===== config.mk =====
export PLATFORM = sky130hd
export DESIGN_NAME = rf_agu_ptr
export DESIGN_NICKNAME = d
export VERILOG_FILES = /design/src/rtl/rf_agu_pkg.sv /design/src/rtl/rf_agu_fwd.sv /design/src/rtl/rf_agu_ptr.sv
export SDC_FILE = /design/constraint.sdc
export NUM_CORES = 1
export LEC_CHECK = 0
export CAP_MARGIN = 0
export CORE_ASPECT_RATIO = 0.9
export CORE_MARGIN = 1
export CORE_UTILIZATION = 40
export DETAILED_ROUTE_END_ITERATION = 10
export DONT_BUFFER_PORTS = 1
export PLACE_DENSITY_LB_ADDON = 0.25
export RECOVER_POWER = 100
export SLEW_MARGIN = 20
export SYNTH_ARGS = -nofsm -noshare
export SYNTH_HDL_FRONTEND = slang
export SYNTH_HIERARCHICAL = 1
export SYNTH_SLANG_ARGS = --single-unit

===== constraint.sdc =====
create_clock -name i_clk -period 1.5 [get_ports i_clk]
set_clock_uncertainty 0.05 [all_clocks]
set_input_delay 0.075 -clock i_clk [delete_from_list [all_inputs] [get_ports i_clk]]
set_output_delay 0.075 -clock i_clk [all_outputs]
set_load 0.02 [all_outputs]

===== src/rtl/rf_agu_pkg.sv =====
// Shared defaults and address-width helper for the AGU pointer register file.
package rf_agu_pkg;

    localparam int DEF_WIDTH  = 16;
    localparam int DEF_DEPTH  = 4;
    localparam int DEF_BYPASS = 1;

    // ceil(log2(depth)), never below 1 so a port always has at least one bit
    function automatic int aw_of(input int depth);
        for (int w = 1; w < 32; w++) begin
            if ((1 << w) >= depth) return w;
        end
        return 32;
    endfunction

endpackage


===== src/rtl/rf_agu_fwd.sv =====
// One read port: indexed lookup, out-of-range zeroing, write forwarding and stall term.
module rf_agu_fwd
    import rf_agu_pkg::*;
#(
    parameter int WIDTH  = DEF_WIDTH,
    parameter int DEPTH  = DEF_DEPTH,
    parameter int BYPASS = DEF_BYPASS,
    localparam int AW    = aw_of(DEPTH)
) (
    input  logic [DEPTH*WIDTH-1:0] i_rf,
    input  logic [DEPTH-1:0]       i_busy,
    input  logic [AW-1:0]          i_raddr,
    input  logic                   i_we1,
    input  logic [AW-1:0]          i_waddr1,
    input  logic [WIDTH-1:0]       i_wdata1,
    input  logic                   i_we2,
    input  logic [AW-1:0]          i_waddr2,
    input  logic [WIDTH-1:0]       i_wdata2,
    output logic [WIDTH-1:0]       o_data,
    output logic                   o_stall
);

    logic w_hit1, w_hit2;

    // write enables arrive already qualified by range and reset
    assign w_hit1 = i_we1 && (i_waddr1 == i_raddr);
    assign w_hit2 = i_we2 && (i_waddr2 == i_raddr);

    always_comb begin
        o_data  = '0;
        o_stall = 1'b0;
        for (int i = 0; i < DEPTH; i++) begin
            if (i_raddr == AW'(i)) begin
                o_data  = i_rf[i*WIDTH +: WIDTH];
                o_stall = i_busy[i];
            end
        end
        if ((BYPASS != 0) && (w_hit1 || w_hit2)) begin
            o_data  = w_hit2 ? i_wdata2 : i_wdata1;
            o_stall = 1'b0;
        end
    end

endmodule


===== src/rtl/rf_agu_ptr.sv =====
// Pointer register file: two write ports, three read ports, per-register load lock.
module rf_agu_ptr
    import rf_agu_pkg::*;
#(
    parameter int WIDTH  = DEF_WIDTH,
    parameter int DEPTH  = DEF_DEPTH,
    parameter int BYPASS = DEF_BYPASS,
    localparam int AW    = aw_of(DEPTH)
) (
    input  logic             i_clk,
    input  logic             i_rst_n,
    input  logic [WIDTH-1:0] i_in1,
    input  logic [WIDTH-1:0] i_in2,
    input  logic [AW-1:0]    i_waddr1,
    input  logic [AW-1:0]    i_waddr2,
    input  logic             i_write1,
    input  logic             i_write2,
    input  logic [AW-1:0]    i_raddr1,
    input  logic [AW-1:0]    i_raddr2,
    input  logic [AW-1:0]    i_raddr3,
    output logic [WIDTH-1:0] o_out1,
    output logic [WIDTH-1:0] o_out2,
    output logic [WIDTH-1:0] o_out3,
    input  logic             i_lock_req,
    input  logic [AW-1:0]    i_lock_addr,
    output logic             o_stall1,
    output logic             o_stall2,
    output logic             o_stall3,
    output logic             o_collide
);

    localparam logic [AW:0] DEPTH_C = DEPTH[AW:0];

    logic [DEPTH-1:0][WIDTH-1:0] r_rf;
    logic [DEPTH-1:0]            r_busy;
    logic                        r_collide;
    logic                        w_we1, w_we2, w_lock;

    // gating with reset keeps the forwarding path quiet while held in reset
    assign w_we1  = i_write1   && i_rst_n && ({1'b0, i_waddr1}    < DEPTH_C);
    assign w_we2  = i_write2   && i_rst_n && ({1'b0, i_waddr2}    < DEPTH_C);
    assign w_lock = i_lock_req && i_rst_n && ({1'b0, i_lock_addr} < DEPTH_C);

    always_ff @(posedge i_clk or negedge i_rst_n) begin
        if (!i_rst_n) begin
            r_rf      <= '0;
            r_busy    <= '0;
            r_collide <= 1'b0;
        end else begin
            // later assignments win: port 2 over port 1, lock over write-clear
            for (int i = 0; i < DEPTH; i++) begin
                if (w_we1 && (i_waddr1 == AW'(i))) begin
                    r_rf[i]   <= i_in1;
                    r_busy[i] <= 1'b0;
                end
                if (w_we2 && (i_waddr2 == AW'(i))) begin
                    r_rf[i]   <= i_in2;
                    r_busy[i] <= 1'b0;
                end
                if (w_lock && (i_lock_addr == AW'(i))) r_busy[i] <= 1'b1;
            end
            r_collide <= w_we1 && w_we2 && (i_waddr1 == i_waddr2);
        end
    end

    assign o_collide = r_collide;

    rf_agu_fwd #(.WIDTH(WIDTH), .DEPTH(DEPTH), .BYPASS(BYPASS)) u_rd [2:0] (
        .i_rf     (r_rf),
        .i_busy   (r_busy),
        .i_raddr  ({i_raddr3, i_raddr2, i_raddr1}),
        .i_we1    (w_we1),
        .i_waddr1 (i_waddr1),
        .i_wdata1 (i_in1),
        .i_we2    (w_we2),
        .i_waddr2 (i_waddr2),
        .i_wdata2 (i_in2),
        .o_data   ({o_out3, o_out2, o_out1}),
        .o_stall  ({o_stall3, o_stall2, o_stall1})
    );

endmodule


==> Word-level counts from Yosys, hierarchy flattened <==
Index checks and enable logic that the tools add are counted.
{ "totals": {"out_inout_bits": 52, "register_bits": 69, "word_cells": 127} }
{ "classes": {"eq_ne": 25, "reduce_logical": 40, "muxes": 53} }
{ "op_table": {"columns": ["cell", "n"], "rows": [
  ["2-to-1 mux 16 bit", 26],
  ["2-to-1 mux 1 bit", 27],
  ["== test 2 bit, second input constant", 12],
  ["logical AND 1 bit", 23],
  ["== test 2 bit", 7],
  ["== test 2 x 1 -> 1 bit, second input constant", 6],
  ["logical NOT 2 bit", 6],
  ["nonzero test 3 bit", 4],
  ["nonzero test 2 bit", 4],
  ["logical OR 1 bit", 3]
]} }

==> Longest topological paths before layout <==
Gate-level depths: netlist (run 1).
{ "depth": {"ltp_word": 6, "ltp_mapped": 7, "ltp_nobuf": 4} }

==> Hierarchy <==
Netlist (run 1), hierarchy kept.
{ "modules_own_cells": {"columns": ["module", "area_each_um2", "seq_area_each_um2", "cells_each", "instances"], "rows": [
  ["rf_agu_fwd", 1086.0, 0.0, 107, 3],
  ["rf_agu_ptr", 3231.8, 1726.7, 306, 1]
]} }

==> Worst setup path after synthesis (run 1) <==
No wires, ideal clock.
{ "synth_path": {"path_kind": "input-to-output", "startpoint": "in i_rst_n", "endpoint": "out o_out1[14]", "t_arrival_ns": 1.547, "setup_slack_ns": -0.172, "path_buffers": 2, "path_stages": 6, "cell_sequence": "buf_2 and2_1 clkinv_1 or3_1 buf_4 a31oi_1"} }
{ "synth_between": {"elab_chain_cells": 4, "elab_cells_between_ends": 7, "cone_classes": "2 x mux; 5 x reduce/logical"} }
{ "synth_rtl": {"columns": ["item", "line_no", "source"], "rows": [
  ["start: declaration", "rf_agu_ptr.sv:11", "input logic i_rst_n,"],
  ["logical AND 1 bit *", "rf_agu_ptr.sv:41", "assign w_we2 = i_write2 && i_rst_n && ({1'b0, i_waddr2} < DEPTH_C);"],
  ["named net w_we2", "rf_agu_ptr.sv:37", "logic w_we1, w_we2, w_lock;"],
  ["logical AND 1 bit *", "rf_agu_fwd.sv:27", "assign w_hit2 = i_we2 && (i_waddr2 == i_raddr);"],
  ["2-to-1 mux 16 bit / logical OR 1 bit (equally long branches)", "rf_agu_fwd.sv:39, rf_agu_fwd.sv:38", null],
  ["2-to-1 mux 16 bit *", "rf_agu_fwd.sv:38", "if ((BYPASS != 0) && (w_hit1 || w_hit2)) begin"],
  ["end: declaration", "rf_agu_ptr.sv:21", "output logic [WIDTH-1:0] o_out1,"]
]} }
Mark *: on every way through the listed nets, which the timed path passes. The rest lies on a longest branch.

==> Worst setup path after layout (run 1) <==
{ "layout_path": {"startpoint": "reg r_rf[62] (netlist bit)", "endpoint": "out o_out2[14]"} }
{ "layout_between": {"elab_chain_cells": 2} }
{ "layout_rtl": {"columns": ["item", "line_no", "source"], "rows": [
  ["start: declaration", "rf_agu_ptr.sv:34", "logic [DEPTH-1:0][WIDTH-1:0] r_rf;"],
  ["start signal: indexed assignment", "rf_agu_ptr.sv:53", "r_rf[i] <= i_in1;"],
  ["start signal: indexed assignment", "rf_agu_ptr.sv:57", "r_rf[i] <= i_in2;"],
  ["2-to-1 mux 16 bit", "rf_agu_fwd.sv:33", "if (i_raddr == AW'(i)) begin"],
  ["2-to-1 mux 16 bit", "rf_agu_fwd.sv:38", null],
  ["end: declaration", "rf_agu_ptr.sv:22", "output logic [WIDTH-1:0] o_out2,"]
]} }
Every way passes these cells.

==> results of run 1 <==
[state kept, by name (all words and copies together) (netlist names)]
signal and count:
r_rf 64, o_collide 1, r_busy 4
[worst max-delay path, delay by kind of cell (launching register included)]
family / cells / cell delay [ps]
mux: 1 / 560
buf+inv: 1 / 170
compound gates: 2 / 210
flops: 1 / 410
[cell type report]
cell class	count	share of cell area, %
sequential	69	19.9
tap	202	2.92
multi-input combinational	482	59.1
timing repair buffer	129	13.5
clock buffer	11	2.92
inverter	7	0.433
clock inverter	5	1.23
[cell families (layout without fill, tap and decap cells)]
logic type             after synthesis  in the layout  share of synthesized area [%]
flip-flops                          69             69                           26.6
AO/OA/AOI/OAI                      167            167                           18.9
buffers and inverters               76            152                           7.54
AND/OR/NAND/NOR                    180            180                           15.2
multiplexers                       115            115                           27.7
XOR/XNOR                            20             20                           4.09
[worst paths after layout]
kind | from | endpoint | cells after the start
hold reg to reg | r_busy[3] | r_busy[3] | 2
hold / removal | i_rst_n | r_rf[2] | 0
max in group asynchronous | i_rst_n | r_rf[7] | 0
setup / recovery | r_rf[62] | o_out2[14] | 4
setup reg to reg | r_rf[11] | r_rf[11] | 3
min in group i_clk | i_in1[7] | r_rf[7] | 3
[synthesized netlist by cell type (all sizes together)]
cell type	instances	area share [%]
a21oi	48	3.7
a31oi	48	7.5
and2	2	0.19
and4	1	0.13
and4bb	2	0.39
buf	51	6.1
clkbuf	18	1.0
clkinv	6	0.35
dfrtp	69	27
inv	1	0.058
mux2i	64	9.9
mux4	51	18
nand2	17	0.98
nand2b	1	0.096
nand3	4	0.31
nand4	50	4.8
nand4b	4	0.54
nor2	48	2.8
nor4	48	4.6
o21ai	18	1.4
o311a	3	0.46
o31ai	49	5.7
o32ai	1	0.13
or3	3	0.29
xnor2	8	1.8
xor2	12	2.3
[report_power, final]
group          internal (mW)  total [mW]  switching (mW)
Combinational           2.29        4.60            2.32
Sequential              2.27        2.69           0.422
Clock                   1.72        2.55           0.836
[stage by stage]
| stage | area, sq um | hold slack, ps | util (%) | std cells | worst slack, ps |
|---|---|---|---|---|---|
| floorplan | 6940 | -271 | - | 627 | 8.80 |
| global placement | 7170 | -266 | 45.8 | 817 | -128 |
| detailed placement | 7170 | -267 | 45.8 | 817 | -126 |
| CTS | 8450 | -623 | 53.9 | 898 | -283 |
| global route | 8670 | -620 | 55.4 | 905 | -342 |
| finish | 8670 | -611 | 55.4 | 905 | -304 |
[repair_timing]
item / CTS / global route
pin swaps: 46 / 18
setup endpoints to repair: 51 / 51
buffers inserted: 7 / 7
resized for setup: 41 / 24
hold endpoints to repair: 138 / 69
[layer usage]
layer | wire (microns) | vias to the layer above | GRT usage (%) | part of all wire (%)
met5 | 0 | - | 0 | 0
met3 | 2910 | 54 | 7.60 | 12
met2 | 11400 | 413 | 45.9 | 47
met4 | 542 | 0 | 10.0 | 2.2
met1 | 9630 | 3148 | 40.5 | 39
li1 | - | 2689 | - | -
==> reports/metrics.yaml, run 1 <==
floorplan:
  die-area_sq_um: 16700
  core_sq_um: 15700
  io_pins: 101
  die_x_microns: 136
  dieHeight_microns: 123
  rows: 43
  initial_core_util_pct: 41.5
logic_synthesis:
  synth-seq-cells: 69
  ys_seq_area_share_pct: 26.6
  ys_warn_count: 6
  syn_avg_cell_area_sq_um: 10.4
  synth_cells: 627
  synthesis.area_sq_um: 6490
  synth_fp_nets: 676
  synth.distinct_cells: 33
sta:
  fin_hold_ws_ps: -611
  fin_crit_sh_pct: 120
  tns_ps: -9560
  finalSetupViolCount: 51
  maxSlewViolCount: 0
  max_freq_mhz: 554
  fin_crit_ps: 1800
  tightest_slew_ps: 1050
  rsz0062_at_grt: "yes"
  relSlewSlack_pct: 29.8
  setup_slack_ps: -304
  hold_violations: 69
final_layout:
  final_layout_size_suffix_gt1_share_pct: 34.0
  multi_input_area_sq_um: 5120
  num-fill-cells: 1298
  layout.area.seq_sq_um: 1730
  final_common_cell: "dfrtp_1"
  most-common-layout-cells: "dfrtp_1 (69), mux2i_1 (64), dlygate4sd3_1 (57)"
  num_antenna_cells: 0
  nets: 747
  syn2layout_area_growth_pct: 33.6
routing:
  detail_route.wl_per_cell_microns: 27.0
  vias_per_cell: 6.97
  drc: 0
  vias: 6304
  first_iter_violations: 768
  first_pass_iters: 5
  ant_nets: 0
  wirelength_mm: 24.5
grt:
  antenna_found_initial: 0
  grt_pass1_wl_mm: 36.9
  grt_max_degree: 82
  grt_pass1_vias: 6028
  track_usage_pct: 29.7
  grt.overflow.total: 0
power:
  p_leak_nw: 3.14
  ir_drop_mv: 0.623
  total_power_mw: 9.85
  power_density_nw_per_um2: 1140
setup_path:
  crit_slowest_cell: "mux4_2"
  cp-start-kind: "register"
  endpoint_kind: "primary output"
  criticalPathCategory: "reg -> out"
  slowest_delay_ps: 560
  cp.arrival_ps: 1680
  worstPathCellList: "mux4_2, o31ai_4, a31oi_2, buf_4"
  worstPathRequired_ps: 1370
  crit_fanout: 4
  ff2ff_setup_slack_ps: 100
clock_tree:
  cts_buffers: 9
  clockBufferDepth: 2
  root_buffer: "clkbuf_16"
  cts.sinks: 69
  hold_buffers: 58
  clkSlewWorstSetupHoldPaths_ps: 60
  clkLatencyLatePin_ps: 330
  htreeDepth: 3
  cts_tree: "built"
run_status:
  violations: "negative hold slack, negative setup slack"
  status: "finished with violations"
placement:
  gp_congestion: 0.917
  numPortBuffers: 0
  dp_hpwl_mm: 15.8
flow_run:
  drv_cap: 0
worst_hold_path:
  worstHoldPathType: "in -> async"
No activity file was read; power rests on OpenSTA's default activity.
==> run 2, diff against run 1 <==
CAP_MARGIN = 10   (was 0)
CORE_MARGIN = 1.5   (was 1)
PLACE_DENSITY = 0.63   (was not set)
PLACE_DENSITY_LB_ADDON = not set   (was 0.25)
==> run 2 against run 1 <==
  * The run still ends with negative hold slack, negative setup slack left
  * Power decreased by 3.2%
  * Combinational power decreased by 3%
  * Design area decreased by 2.1%
  * Fmax is 1.6% lower
  * Clock power shrank 7%
  * First-iteration DRC count increased by 12%
  * Hold slack worse by 11 ps
  * Wire length is 3.4% higher
  * Critical path depth did not move
  * Register-to-register slack about the same
  * Sequential power is essentially flat
  * Setup slack got worse by 28 ps
  * Highest routed layer unchanged
==> reports/metrics.yaml, run 2 (same netlist as run 1, synthesis figures left out) <==
clock_tree:
  cts_tree: "built"
  clockBufferDepth: 2
  cts.sinks: 69
  cts_buffers: 9
  htreeDepth: 3
  clkSlewWorstSetupHoldPaths_ps: 60
  clkLatencyLatePin_ps: 340
  root_buffer: "clkbuf_16"
sta:
  fin_crit_ps: 1830
  relSlewSlack_pct: 29.3
  max_freq_mhz: 546
  tightest_slew_ps: 1060
  maxSlewViolCount: 0
  fin_hold_ws_ps: -622
  hold_violations: 69
  fin_crit_sh_pct: 122
  finalSetupViolCount: 52
  setup_slack_ps: -332
  tns_ps: -10810
  rsz0062_at_grt: "yes"
floorplan:
  die-area_sq_um: 17000
  core_sq_um: 15700
  initial_core_util_pct: 41.5
  die_x_microns: 137
  io_pins: 101
  dieHeight_microns: 124
  rows: 43
run_status:
  violations: "negative hold slack, negative setup slack"
  status: "finished with violations"
setup_path:
  cp-start-kind: "register"
  criticalPathCategory: "reg -> out"
  slowest_delay_ps: 560
  cp.arrival_ps: 1710
  path_buf_inv: 1
  crit_slowest_cell: "mux4_2"
  path_delay_family: "multiplexers"
  endpoint_kind: "primary output"
  crit_fanout: 4
  worstPathCellList: "mux4_2, o31ai_2, a31oi_2, buf_4"
  worstPathRequired_ps: 1370
routing:
  first_iter_violations: 863
  vias: 6456
  first_pass_iters: 5
  detail_route.wl_per_cell_microns: 27.8
  wirelength_mm: 25.3
  ant_nets: 0
  vias_per_cell: 7.10
  drc: 0
power:
  power_density_nw_per_um2: 1120
  ir_drop_mv: 0.631
  p_leak_nw: 3.11
  total_power_mw: 9.53
final_layout:
  finalNonFillerCells: 909
  syn2layout_area_growth_pct: 30.8
  most-common-layout-cells: "dfrtp_1 (69), mux2i_1 (64), buf_4 (61)"
  final_common_cell: "dfrtp_1"
  num_antenna_cells: 0
  nets: 751
  regMostFlops: "r_rf"
  final_util_pct: 54.2
  largest_reg_flops: 64
  final_layout_size_suffix_gt1_share_pct: 32.8
  fin_area_sq_um: 8490
grt:
  grt.overflow.total: 0
  grt_pass1_vias: 6036
  antenna_found_initial: 0
  grt_pass1_wl_mm: 37.7
  grt_max_degree: 82
  track_usage_pct: 30.1
placement:
  dp_cells: 825
  gp_congestion: 0.890
  numPortBuffers: 0
  dpl_cell_area_sq_um: 7220
  dp_slack_ps: -147
  dp_hpwl_mm: 16.6
worst_hold_path:
  worstHoldPathType: "in -> async"
flow_run:
  drv_cap: 0
-- run 2: cell types whose count changed in the layout (fill, tap and decap cells not counted), moves of 2 or more --
| cell | change |
|---|---|
| o31ai_1 | +7 |
| buf_4 | +7 |
| dlygate4sd3_1 | +2 |
| clkbuf_1 | +2 |
| o31ai_2 | +2 |
| clkbuf_4 | -4 |
| xor2_2 | +2 |
| clkinv_2 | +2 |
| xor2_4 | -2 |
| o31ai_4 | -9 |
-- run 2: worst reg2reg max path: cells and delay by family, from the launching register on --
family / cells / cell delay [ps]
AO/OA/AOI/OAI: 1 / 100
buffers and inverters: 1 / 580
flip-flops: 1 / 410
multiplexers: 1 / 160
-- run 2: final cells by class --
type                    count  area [sq um]
inverters                   7          37.5
repair buffers            133          1180
clock buffers              10           239
multi-input cells         482          4970
clock inverters             6          86.3
flip-flops and latches     69          1730
well taps                 202           253
fillers                  1311          7170
-- run 2: power by group --
| group | total (mW) | switching [mW] | internal, mW |
|---|---|---|---|
| Combinational | 4.46 | 2.29 | 2.17 |
| Sequential | 2.71 | 0.438 | 2.27 |
| Clock | 2.36 | 0.861 | 1.50 |
-- run 2: timing repair --
action,in CTS,in global routing
resized for setup,24,20
setup buffers,3,6
endpoints found under the hold margin,138,70
hold buffers,59,1
pin swaps,43,21
setup endpoints to repair,51,52
cloned,0,0
-- run 2: path summary, 6_finish.rpt --
check,start,endpoint,slack [ps],cells after the start
worst max-delay path,r_rf[62],o_out2[14],-330,4
worst min-delay path,i_rst_n,r_rf[15],-620,0
worst max register to register,r_rf[6],r_rf[6],90,3
worst min register to register,r_busy[3],r_busy[3],530,2
max in group asynchronous,i_rst_n,r_rf[5],1920,0
min in group i_clk,i_waddr2[0],r_rf[17],140,3
-- run 2: metal layers --
metal / up-vias / GRT usage, % / wire (microns)
met5: - / 0 / 0
met4: 0 / 10.7 / 680
met3: 53 / 5.54 / 2700
met2: 441 / 47.1 / 11700
met1: 3264 / 42.0 / 10200
li1: 2698 / - / -
